File: src/rtl/sseg_scan_ctrl.sv
// sseg_scan_ctrl
// Time-multiplexed scan controller for a bank of seven-segment digits that
// share one hex segment decoder. A slot counter walks a digit index at a
// fixed rate. Each slot opens with a blanking gap (all digits off, decoder
// input already switched) so the decoder settles without ghosting. The slot
// then lights the selected digit. Display data is double-buffered: a load
// lands in a pending copy and is promoted to the shadow copy only at the end
// of a frame, so a frame never mixes old and new data.
//
// Ports:
//   clk        in   system clock
//   rst        in   synchronous active-high reset
//   value      in   display nibbles, digit i = value[4i+3:4i]
//   dp_in      in   decimal point request per digit
//   en_in      in   digit enable per digit
//   load       in   one-cycle strobe capturing value/dp_in/en_in
//   num        out  nibble for the shared segment decoder
//   an         out  digit select, one digit active or all inactive
//   dp         out  decimal point for the lit digit
//   upd_pend   out  captured update waiting for the frame boundary
//   frame_done out  one-cycle pulse on the last cycle of each frame
//
// an/dp polarity is selected by INV (1 = active-low). Internal logic is
// active-high and INV is applied only at the output registers.

module sseg_scan_ctrl #(
    parameter int unsigned DIGITS   = 4,
    parameter int unsigned PRESCALE = 50000,
    parameter int unsigned BLANK    = 500,
    parameter bit          LZS      = 1'b0,
    parameter bit          INV      = 1'b1
) (
    input  logic                  clk,
    input  logic                  rst,
    input  logic [4*DIGITS-1:0]   value,
    input  logic [DIGITS-1:0]     dp_in,
    input  logic [DIGITS-1:0]     en_in,
    input  logic                  load,
    output logic [3:0]            num,
    output logic [DIGITS-1:0]     an,
    output logic                  dp,
    output logic                  upd_pend,
    output logic                  frame_done
);

    localparam int unsigned CNT_W = (PRESCALE > 1) ? $clog2(PRESCALE) : 1;
    localparam int unsigned IDX_W = (DIGITS > 1) ? $clog2(DIGITS) : 1;
    localparam int unsigned VAL_W = 4 * DIGITS;

    localparam logic [CNT_W-1:0]  CNT_LAST = CNT_W'(PRESCALE - 1);
    localparam logic [IDX_W-1:0]  IDX_LAST = IDX_W'(DIGITS - 1);
    localparam logic [DIGITS-1:0] AN_OFF   = {DIGITS{INV}};

    // Scan position
    logic [CNT_W-1:0]  cnt;
    logic [CNT_W-1:0]  cnt_nxt;
    logic [IDX_W-1:0]  idx;
    logic [IDX_W-1:0]  idx_nxt;
    logic              frame_end_c;

    // Shadow (displayed) and pending (captured) display data
    logic [VAL_W-1:0]  sh_val;
    logic [DIGITS-1:0] sh_dp;
    logic [DIGITS-1:0] sh_en;
    logic [VAL_W-1:0]  sh_val_nxt;
    logic [DIGITS-1:0] sh_dp_nxt;
    logic [DIGITS-1:0] sh_en_nxt;
    logic [VAL_W-1:0]  pd_val;
    logic [DIGITS-1:0] pd_dp;
    logic [DIGITS-1:0] pd_en;
    logic [VAL_W-1:0]  pd_val_nxt;
    logic [DIGITS-1:0] pd_dp_nxt;
    logic [DIGITS-1:0] pd_en_nxt;
    logic              pend_nxt;

    // Output pre-register values (active-high)
    logic              lit_c;
    logic [DIGITS-1:0] supp;
    logic              zero_run;
    logic [DIGITS-1:0] sel;
    logic [3:0]        nib;
    logic              dig_en;
    logic              dig_dp;
    logic              dig_supp;
    logic              visible;
    logic [DIGITS-1:0] an_act;
    logic              dp_act;
    logic              frame_done_nxt;

    // Slot counter and digit index; frame ends on the last cycle of the last digit
    always_comb begin
        cnt_nxt     = cnt + CNT_W'(1);
        idx_nxt     = idx;
        frame_end_c = (cnt == CNT_LAST) && (idx == IDX_LAST);
        if (cnt == CNT_LAST) begin
            cnt_nxt = '0;
            if (idx == IDX_LAST) begin
                idx_nxt = '0;
            end else begin
                idx_nxt = idx + IDX_W'(1);
            end
        end
    end

    // Update handshake: a load in the frame-end cycle bypasses pending and
    // goes straight to shadow; otherwise pending is promoted at frame end.
    always_comb begin
        sh_val_nxt = sh_val;
        sh_dp_nxt  = sh_dp;
        sh_en_nxt  = sh_en;
        pd_val_nxt = pd_val;
        pd_dp_nxt  = pd_dp;
        pd_en_nxt  = pd_en;
        pend_nxt   = upd_pend;
        if (frame_end_c) begin
            pend_nxt = 1'b0;
            if (load) begin
                sh_val_nxt = value;
                sh_dp_nxt  = dp_in;
                sh_en_nxt  = en_in;
            end else if (upd_pend) begin
                sh_val_nxt = pd_val;
                sh_dp_nxt  = pd_dp;
                sh_en_nxt  = pd_en;
            end
        end else if (load) begin
            pd_val_nxt = value;
            pd_dp_nxt  = dp_in;
            pd_en_nxt  = en_in;
            pend_nxt   = 1'b1;
        end
    end

    // Lit phase of the slot, evaluated for the cycle being registered into
    generate
        if (BLANK == 0) begin : g_no_blank
            assign lit_c = 1'b1;
        end else begin : g_blank
            assign lit_c = (cnt_nxt >= CNT_W'(BLANK));
        end
    endgenerate

    // Leading-zero suppression: a digit goes dark when it and every digit
    // above it carry a zero nibble and no decimal point. Digit 0 always shows.
    always_comb begin
        supp     = '0;
        zero_run = 1'b1;
        for (int i = int'(DIGITS) - 1; i >= 0; i--) begin
            zero_run = zero_run && (sh_val_nxt[4*i +: 4] == 4'h0) && !sh_dp_nxt[i];
            supp[i]  = LZS && (i != 0) && zero_run;
        end
    end

    // Select the digit at the upcoming scan position and form active-high outputs
    always_comb begin
        sel      = '0;
        nib      = 4'h0;
        dig_en   = 1'b0;
        dig_dp   = 1'b0;
        dig_supp = 1'b0;
        for (int i = 0; i < int'(DIGITS); i++) begin
            if (idx_nxt == IDX_W'(i)) begin
                sel[i]   = 1'b1;
                nib      = sh_val_nxt[4*i +: 4];
                dig_en   = sh_en_nxt[i];
                dig_dp   = sh_dp_nxt[i];
                dig_supp = supp[i];
            end
        end
        visible        = dig_en && !dig_supp;
        an_act         = (lit_c && visible) ? sel : '0;
        dp_act         = lit_c && visible && dig_dp;
        frame_done_nxt = (cnt_nxt == CNT_LAST) && (idx_nxt == IDX_LAST);
    end

    // State and output registers
    always_ff @(posedge clk) begin
        if (rst) begin
            cnt        <= '0;
            idx        <= '0;
            sh_val     <= '0;
            sh_dp      <= '0;
            sh_en      <= '0;
            pd_val     <= '0;
            pd_dp      <= '0;
            pd_en      <= '0;
            upd_pend   <= 1'b0;
            frame_done <= 1'b0;
            num        <= 4'h0;
            an         <= AN_OFF;
            dp         <= INV;
        end else begin
            cnt        <= cnt_nxt;
            idx        <= idx_nxt;
            sh_val     <= sh_val_nxt;
            sh_dp      <= sh_dp_nxt;
            sh_en      <= sh_en_nxt;
            pd_val     <= pd_val_nxt;
            pd_dp      <= pd_dp_nxt;
            pd_en      <= pd_en_nxt;
            upd_pend   <= pend_nxt;
            frame_done <= frame_done_nxt;
            num        <= nib;
            an         <= an_act ^ AN_OFF;
            dp         <= dp_act ^ INV;
        end
    end

endmodule
File: config.mk
export PLATFORM = sky130hd
export DESIGN_NAME = sseg_scan_ctrl
export DESIGN_NICKNAME = d
export VERILOG_FILES = /design/src/rtl/sseg_scan_ctrl.sv
export SDC_FILE = /design/constraint.sdc
export NUM_CORES = 1
export LEC_CHECK = 0
export ABC_AREA = 1
export BUFFER_PORTS_ARGS = -buffer_cell sky130_fd_sc_hd__buf_2
export CAP_MARGIN = 40
export CORE_MARGIN = 4
export CORE_UTILIZATION = 63
export CTS_BUF_LIST = sky130_fd_sc_hd__clkbuf_8 sky130_fd_sc_hd__clkbuf_16
export DETAILED_ROUTE_END_ITERATION = 7
export PLACE_DENSITY_LB_ADDON = 0.1
export SLEW_MARGIN = 10
export SYNTH_ARGS = -nofsm -noshare
export SYNTH_HDL_FRONTEND = slang
export SYNTH_SLANG_ARGS = --single-unit
File: constraint.sdc
create_clock -name clk -period 3.74 [get_ports clk]
set_input_delay 0.187 -clock clk [delete_from_list [all_inputs] [get_ports clk]]
set_output_delay 0.187 -clock clk [all_outputs]
set_load 0.05 [all_outputs]
==> results of run 1 <==
## worst paths after layout
path | startpoint | end | slack, ns | depth (start not counted)
max | cnt[0]$_SDFF_PP0_ | an[2]$_SDFF_PP1_ | 1.25 | 12
min reg2reg | pd_dp[0]$_SDFFE_PP0P_ | pd_dp[0]$_SDFFE_PP0P_ | 0.46 | 2
max reg2reg | cnt[0]$_SDFF_PP0_ | an[2]$_SDFF_PP1_ | 1.25 | 12
min | value[6] | pd_val[6]$_SDFFE_PP0P_ | 0.1 | 3
## kinds of logic (layout without fill, tap and decap cells)
kind of cell,Yosys count,in the layout
AO/OA/AOI/OAI,84,84
XOR/XNOR,1,1
adder cells (fa/ha/maj),3,3
buffers and inverters,112,146
flip-flops,77,77
multiplexers,1,1
AND/OR/NAND/NOR,311,311
## area by class of cell
type                    instances  area (sq um)
clock inverters                 5          76.3
flip-flops and latches         77          1540
repair buffers                 38           193
well taps                      75          93.8
clock buffers                  10           138
fillers                       529          1660
inverters                      93           349
multi-input cells             400          1870
## per-layer routing
metal / routed length [um] / global-route usage [%] / up-vias / share of wire (%)
li1: - / - / 1892 / -
met1: 4570 / 41.1 / 1705 / 48
met2: 3960 / 38.6 / 183 / 41
met3: 933 / 5.23 / 11 / 9.7
met4: 117 / 9.49 / 0 / 1.2
met5: 0 / 0 / - / 0
## report_power, final
part	switching, mW	internal, mW	total (mW)
Combinational	0.0737	0.0370	0.111
Clock	0.305	0.387	0.692
Sequential	0.0146	0.841	0.855
## worst max-delay path, stage by stage, from the launching register on
cell	delay (ns)
dfxtp_1	0.38
ha_1	0.21
nand3_1	0.20
nor2_2	0.22
nand2_2	0.14
nor2_4	0.34
nand2_4	0.24
a21boi_0	0.24
inv_1	0.08
nand2_1	0.06
nand2_1	0.05
inv_1	0.11
nand3_1	0.11
## synth_stat cells
master | count | area [sq um]
nor2_2 | 3 | 18.8
nand4_1 | 3 | 18.8
buf_2 | 4 | 20.0
buf_6 | 1 | 11.3
inv_2 | 5 | 18.8
nand3_1 | 34 | 170
nand3b_1 | 2 | 15.0
ha_1 | 3 | 37.5
nand2_2 | 6 | 37.5
mux2i_1 | 1 | 10.0
a21boi_0 | 1 | 7.51
nor2_1 | 125 | 469
nor3b_2 | 1 | 12.5
nor3_2 | 1 | 10.0
o22ai_1 | 16 | 100
buf_4 | 1 | 7.51
o21ai_1 | 4 | 20.0
nor2_4 | 3 | 33.8
xor2_1 | 1 | 8.76
nand2_1 | 127 | 477
nand2_4 | 2 | 22.5
a22oi_1 | 6 | 45.0
nor3_1 | 4 | 20.0
dfxtp_1 | 77 | 1540
a21oi_1 | 9 | 45.0
a22oi_2 | 6 | 75.1
clkbuf_1 | 13 | 48.8
inv_1 | 88 | 330
o21ai_0 | 40 | 200
a21oi_2 | 2 | 17.5
## sequential cells by signal, indices dropped and copies added (netlist names)
name and cells:
sh_dp 4, sh_val 16, num 4, pd_val 16, an 4, dp 1
frame_done 1, idx 2, pd_en 4, sh_en 4, upd_pend 1, cnt 16
pd_dp 4
## per-stage QoR
| step | cells | setup WS, ns | instance area (sq um) | util [%] |
|---|---|---|---|---|
| 2_1_floorplan | 589 | 1.96 | 3850 | - |
| 3_3_place_gp | 683 | 1.40 | 4050 | 68.4 |
| 3_5_place_dp | 683 | 1.34 | 4050 | 68.4 |
| 4_1_cts | 698 | 1.28 | 4260 | 72.0 |
| 5_1_grt | 698 | 1.11 | 4260 | 72.0 |
| 6_report | 698 | 1.25 | 4260 | 72.0 |
==> results.sh, run 1 <==
export IMPL_outcome="complete, no violations"
export IMPL_wl_mm=9.58
export IMPL_grtUsageTotal_pct=27.2
export IMPL_root_buffer="clkbuf_8"
export IMPL_p_per_area_nw_per_um2=389
export IMPL_crit_required_ns=3.96
export IMPL_initial_core_util_pct=65.0
export IMPL_cts_sinks=77
export IMPL_ys_types=30
export IMPL_clock_fmax_ghz=0.402
export IMPL_grt_max_degree=47
export IMPL_syn_num_nets=619
export IMPL_die_width_um=86.2
export IMPL_area_growth_pct=10.7
export IMPL_syn_area_sq_um=3850
export IMPL_netlist_instances=589
export IMPL_cap_violations=0
export IMPL_cts_resized=0
export IMPL_cts_tree="built"
export IMPL_final_common_cell="nand2_1"
export IMPL_synth_fa_ha_area_share_pct=0.975
export IMPL_grt_pass1_vias=3418
export IMPL_rows=28
export IMPL_cts_clk_slew_worst_paths_ns=0.08
export IMPL_ys_warn_count=0
export IMPL_slew_headroom_pct=41.4
export IMPL_cp_data_arrival_time_ns=2.71
export IMPL_hold_class="in2reg"
export IMPL_die_height_um=86.2
export IMPL_cp_end_kind="flip-flop"
export IMPL_grt_overflow=0
export IMPL_post_cts_buffers=0
export IMPL_routedWlPerCell_um=13.7
export IMPL_drt_pass1_iter_count=5
export IMPL_drc=0
export IMPL_antenna_found_initial=0
export IMPL_synth_xor_xnor_area_share_pct=0.227
export IMPL_drt_first_iter_violations=367
export IMPL_synth_seq_cells=77
export IMPL_h_tree_depth=3
export IMPL_drv_slew=0
export IMPL_drive_gt1_share_pct=13.0
export IMPL_startpoint_type="flip-flop"
export IMPL_p_leak_nw=2.02
export IMPL_worstSetupPathType="reg2reg"
export IMPL_num_vias=3791
export IMPL_clock_latency_ns=0.35
export IMPL_antenna_cells=0
export IMPL_cts_buffer_depth=2
export IMPL_grt_pass1_wl_mm=16.0
export IMPL_critPathMaxFanout=17
export IMPL_final_nets=649
export IMPL_portBuffers=37
export IMPL_setup_violations_final=0
export IMPL_rsz0062_at_grt="false"
export IMPL_antenna_left=0
export IMPL_synthMuxAreaShare_pct=0.260
export IMPL_die_area_sq_um=7430
export IMPL_place_congestion=0.885
export IMPL_hpwlAfterDp_mm=6.80
export IMPL_hold_viol_final=0
export IMPL_power_mw=1.66
export IMPL_core_region_area_sq_um=5920
export IMPL_layout_common_cells="nand2_1 (127), nor2_1 (125), inv_1 (89), dfxtp_1 (77), o21ai_0 (40)"
export IMPL_fin_hold_ws_ns=0.0999
export IMPL_worst_pin_slew_ns=0.879
export IMPL_vdd_ir_drop_max_mv=0.315
export IMPL_syn_area_per_cell_sq_um=6.54
export IMPL_fin_crit_sh_pct=66.5
export IMPL_synth_top_family_by_area="simple AND/OR/NAND/NOR gates"
export IMPL_synthSimpleGateAreaFrac_pct=33.9
export IMPL_fin_worst_skew_ns=0.00790
export IMPL_pin_count=38
export IMPL_synth_seq_area_share_pct=40.0
export IMPL_min_period_ns=2.49
export IMPL_cts_buffers=9
export IMPL_finalSetupTns_ns=0
export IMPL_avgViaCountPerCell=5.43
export IMPL_postCtsHoldBufs=0
export IMPL_synth_compound_area_share_pct=13.3
Note: power is estimated with default switching activity, not from simulation.
==> run 2, diff against run 1 <==
--- a/config.mk
+++ b/config.mk
@@ -5,11 +5,11 @@
 export SDC_FILE = /design/constraint.sdc
 export NUM_CORES = 1
 export LEC_CHECK = 0
-export ABC_AREA = 1
+export ABC_AREA = 0
 export BUFFER_PORTS_ARGS = -buffer_cell sky130_fd_sc_hd__buf_2
 export CAP_MARGIN = 40
 export CORE_MARGIN = 4
-export CORE_UTILIZATION = 63
+export CORE_UTILIZATION = 58
 export CTS_BUF_LIST = sky130_fd_sc_hd__clkbuf_8 sky130_fd_sc_hd__clkbuf_16
 export DETAILED_ROUTE_END_ITERATION = 7
 export PLACE_DENSITY_LB_ADDON = 0.1
==> constraint.sdc (replaced) <==
create_clock -name clk -period 2.5 [get_ports clk]
set_input_delay 0.125 -clock clk [delete_from_list [all_inputs] [get_ports clk]]
set_output_delay 0.125 -clock clk [all_outputs]
set_load 0.05 [all_outputs]
==> run 2 against run 1 <==
Net effect: global-route usage down 3.0 points; sequential power grew 49%; total power is 46% higher; flip-flop and latch count did not move; critical path depth shrank 4; setup slack worse by 1.1 ns; critical endpoint is now num[0]$_SDFF_PP0_; largest power group unchanged; highest routed layer unchanged.
==> results.sh, run 2 <==
export IMPL_outcome="complete, no violations"
export IMPL_worstSetupPathType="reg2reg"
export IMPL_netlist_instances=443
export IMPL_crit_buf_inv=1
export IMPL_initial_core_util_pct=60.5
export IMPL_die_width_um=87.3
export IMPL_drt_pass1_iter_count=5
export IMPL_place_inst=537
export IMPL_r2r_start="cnt[13]$_SDFF_PP0_"
export IMPL_p_switching_uw=570
export IMPL_drv_slew=0
export IMPL_area_growth_pct=13.2
export IMPL_pin_count=38
export IMPL_die_height_um=87.3
export IMPL_cts_clk_slew_worst_paths_ns=0.09
export IMPL_place_congestion=0.872
export IMPL_reg2reg_slack_ns=0.16
export IMPL_drc=0
export IMPL_syn_area_sq_um=3650
export IMPL_synth_top_cells_by_count="dfxtp_1 (77), nand2_1 (71), a21oi_1 (44), nor2_1 (44), a32oi_1 (23)"
export IMPL_rows=28
export IMPL_cap_violations=0
export IMPL_cp_slowest_stage_delay_ns=0.47
export IMPL_cp_end_kind="flip-flop"
export IMPL_routedWlPerCell_um=15.8
export IMPL_p_per_area_nw_per_um2=587
export IMPL_critPathMaxFanout=49
export IMPL_grt_pass1_vias=3068
export IMPL_setup_violations_final=0
export IMPL_pre_cts_ws_ns=0.174
export IMPL_final_area_sq_um=4130
export IMPL_clock_latency_ns=0.35
export IMPL_ys_top_cells_by_area="dfxtp_1 (42%), nand2_1 (7.3%), a21oi_1 (6.0%), a32oi_1 (5.5%), nor2_1 (4.5%)"
export IMPL_yosys_cell_count_top_type="dfxtp_1"
export IMPL_num_vias=3345
export IMPL_h_tree_depth=3
export IMPL_setup_ws_ns=0.159
export IMPL_rr_worst_depth=8
export IMPL_fin_crit_sh_pct=93.6
export IMPL_cp_data_arrival_time_ns=2.60
export IMPL_p_seq_share_pct=52.4
export IMPL_grt_max_degree=53
export IMPL_largestRegisters="cnt: 16 flops, pd_val: 16 flops, sh_val: 16 flops"
export IMPL_holdPathEnd="pd_val[8]$_SDFFE_PP0P_"
export IMPL_dr_wl_met3_um=658
export IMPL_path_depth=8
export IMPL_rsz0062_at_grt="false"
export IMPL_startpoint_type="flip-flop"
export IMPL_drive_gt1_share_pct=17.4
export IMPL_power_frac_clock_pct=42.1
export IMPL_fin_worst_skew_ns=0.0135
export IMPL_grtUsageTotal_pct=24.2
export IMPL_worst_pin_slew_ns=0.573
export IMPL_hold_viol_final=0
export IMPL_hpwlAfterDp_mm=5.54
export IMPL_syn_area_per_cell_sq_um=8.24
export IMPL_cts_buffer_depth=2
export IMPL_power_mw=2.42
export IMPL_cts_sinks=77
export IMPL_root_buffer="clkbuf_8"
export IMPL_synth_seq_cells=77
export IMPL_synth_seq_area_share_pct=42.2
export IMPL_synth_top_area_share_pct=42.2
export IMPL_ys_warn_count=0
export IMPL_portBuffers=37
export IMPL_grt_overflow=0
export IMPL_core_region_area_sq_um=6030
export IMPL_min_path_cells=3
export IMPL_cts_tree="built"
export IMPL_hold_class="in2reg"
export IMPL_synth_edf_count=0
export IMPL_critical_path_reg2reg_endpoint="num[0]$_SDFF_PP0_"
export IMPL_netSwitchingFraction_pct=23.5
export IMPL_fin_hold_ws_ns=0.00729
export IMPL_wl_mm=8.76
export IMPL_ys_types=46
export IMPL_avgViaCountPerCell=6.05
export IMPL_antenna_left=0
export IMPL_die_area_sq_um=7620
export IMPL_combPwrFrac_pct=5.5
export IMPL_min_from="value[8]"
export IMPL_synth_ff_type="dfxtp_1"
export IMPL_wl_met2_mm=3.85
export IMPL_final_util_pct=68.6
export IMPL_layout_cells_non_filler=553
export IMPL_finalSetupTns_ns=0
export IMPL_yosys_area_top_type="dfxtp_1"
export IMPL_placed_area_sq_um=3910
export IMPL_antenna_cells=0
export IMPL_highest_layer="met4"
export IMPL_met1_length_mm=4.09
export IMPL_cp_cell_sequence="nor4_4, and4_1, buf_12, and3_1, a21oi_1, and2_1, mux2_2, o22ai_1"
export IMPL_final_nets=503
export IMPL_vdd_ir_drop_max_mv=0.352
export IMPL_min_period_ns=2.34
export IMPL_syn_num_nets=473
export IMPL_clock_fmax_ghz=0.427
export IMPL_intPower_mw=1.85
export IMPL_drt_first_iter_violations=262
export IMPL_slew_headroom_pct=61.8
export IMPL_final_common_cell="dfxtp_1"
export IMPL_grt_pass1_wl_mm=14.7
export IMPL_antenna_found_initial=0
export IMPL_layout_common_cells="dfxtp_1 (76), nand2_1 (71), nor2_1 (44), a21oi_1 (44), buf_2 (37)"
export IMPL_p_leak_nw=1.62
export IMPL_async_flop_share_pct=0
export IMPL_cts_buffers=9
export IMPL_path_delay_family="simple AND/OR/NAND/NOR gates"
export IMPL_crit_required_ns=2.76
export IMPL_slowest_stage="nor4_4"
run 2: cell types whose count changed in the layout (fill, tap and decap cells not counted), moves of 8 or more:
cell | previous run | this run
a21oi_1 | 9 | 44
inv_1 | 89 | 6
buf_4 | 1 | 10
nor2_1 | 125 | 44
a32oi_1 | 0 | 23
o21ai_0 | 40 | 4
mux2_2 | 0 | 8
nand3_1 | 34 | 19
and3_1 | 0 | 21
o22ai_1 | 16 | 5
and2_1 | 0 | 21
nand2_1 | 127 | 71
run 2: layout make-up:
type / count / area [sq um]
Inverter: 5 / 18.8
Tap cell: 75 / 93.8
Sequential cell: 77 / 1540
Clock inverter: 7 / 91.3
Multi-Input combinational cell: 330 / 1950
Fill cell: 507 / 1890
Clock buffer: 9 / 124
Timing Repair Buffer: 50 / 315
run 2: cells by family after synthesis:
family | after synthesis | share of synthesized area (%)
AOI/OAI and AO/OA | 89 | 16.0
xor gates and xnor gates | 12 | 2.88
adders and majority gates | 3 | 1.03
buffers and inverters | 36 | 4.63
DFF | 77 | 42.2
muxes | 13 | 3.98
and+or+nand+nor | 213 | 29.2
run 2: worst max-delay path by stage:
stage	slack, ns	startpoint	endpoint
final	0.16	cnt[13]$_SDFF_PP0_	num[0]$_SDFF_PP0_
after global routing	0.03	cnt[5]$_SDFF_PP0_	dp$_SDFF_PP1_
after CTS	0.16	cnt[0]$_SDFF_PP0_	dp$_SDFF_PP1_
after global placement	0.21	cnt[0]$_SDFF_PP0_	pd_dp[0]$_SDFFE_PP0P_
after detailed placement	0.17	cnt[0]$_SDFF_PP0_	dp$_SDFF_PP1_
after floorplan	0.33	cnt[0]$_SDFF_PP0_	num[1]$_SDFF_PP0_
run 2: timing repair:
action / CTS / global route
endpoints found under the setup margin: 0 / 1
buffers inserted: 0 / 0
hold buffers: 0 / 0
gates resized for setup: 0 / 3
run 2: worst reg2reg max path: stages, from the launching register on:
cell and delay [ns]:
dfxtp_1 0.39, nor4_4 0.47, and4_1 0.31, buf_12 0.23, and3_1 0.21, a21oi_1 0.04, and2_1 0.16, mux2_2 0.28
o22ai_1 0.16
run 2: power groups by stage:
stage,combinational [mW],clock (mW),sequential [mW]
detailed placement,0.133,0,1.30
global placement,0.129,0,1.30
finish,0.135,1.02,1.27
CTS,0.134,1.03,1.27
floorplan,0.0774,0,1.30
global route,0.151,1.08,1.27
run 2: routing by layer:
layer / vias to the layer above / GRT usage (%)
met3: 18 / 3.50
li1: 1644 / -
met1: 1554 / 35.9
met5: - / 0
met2: 129 / 34.9
met4: 0 / 10.0
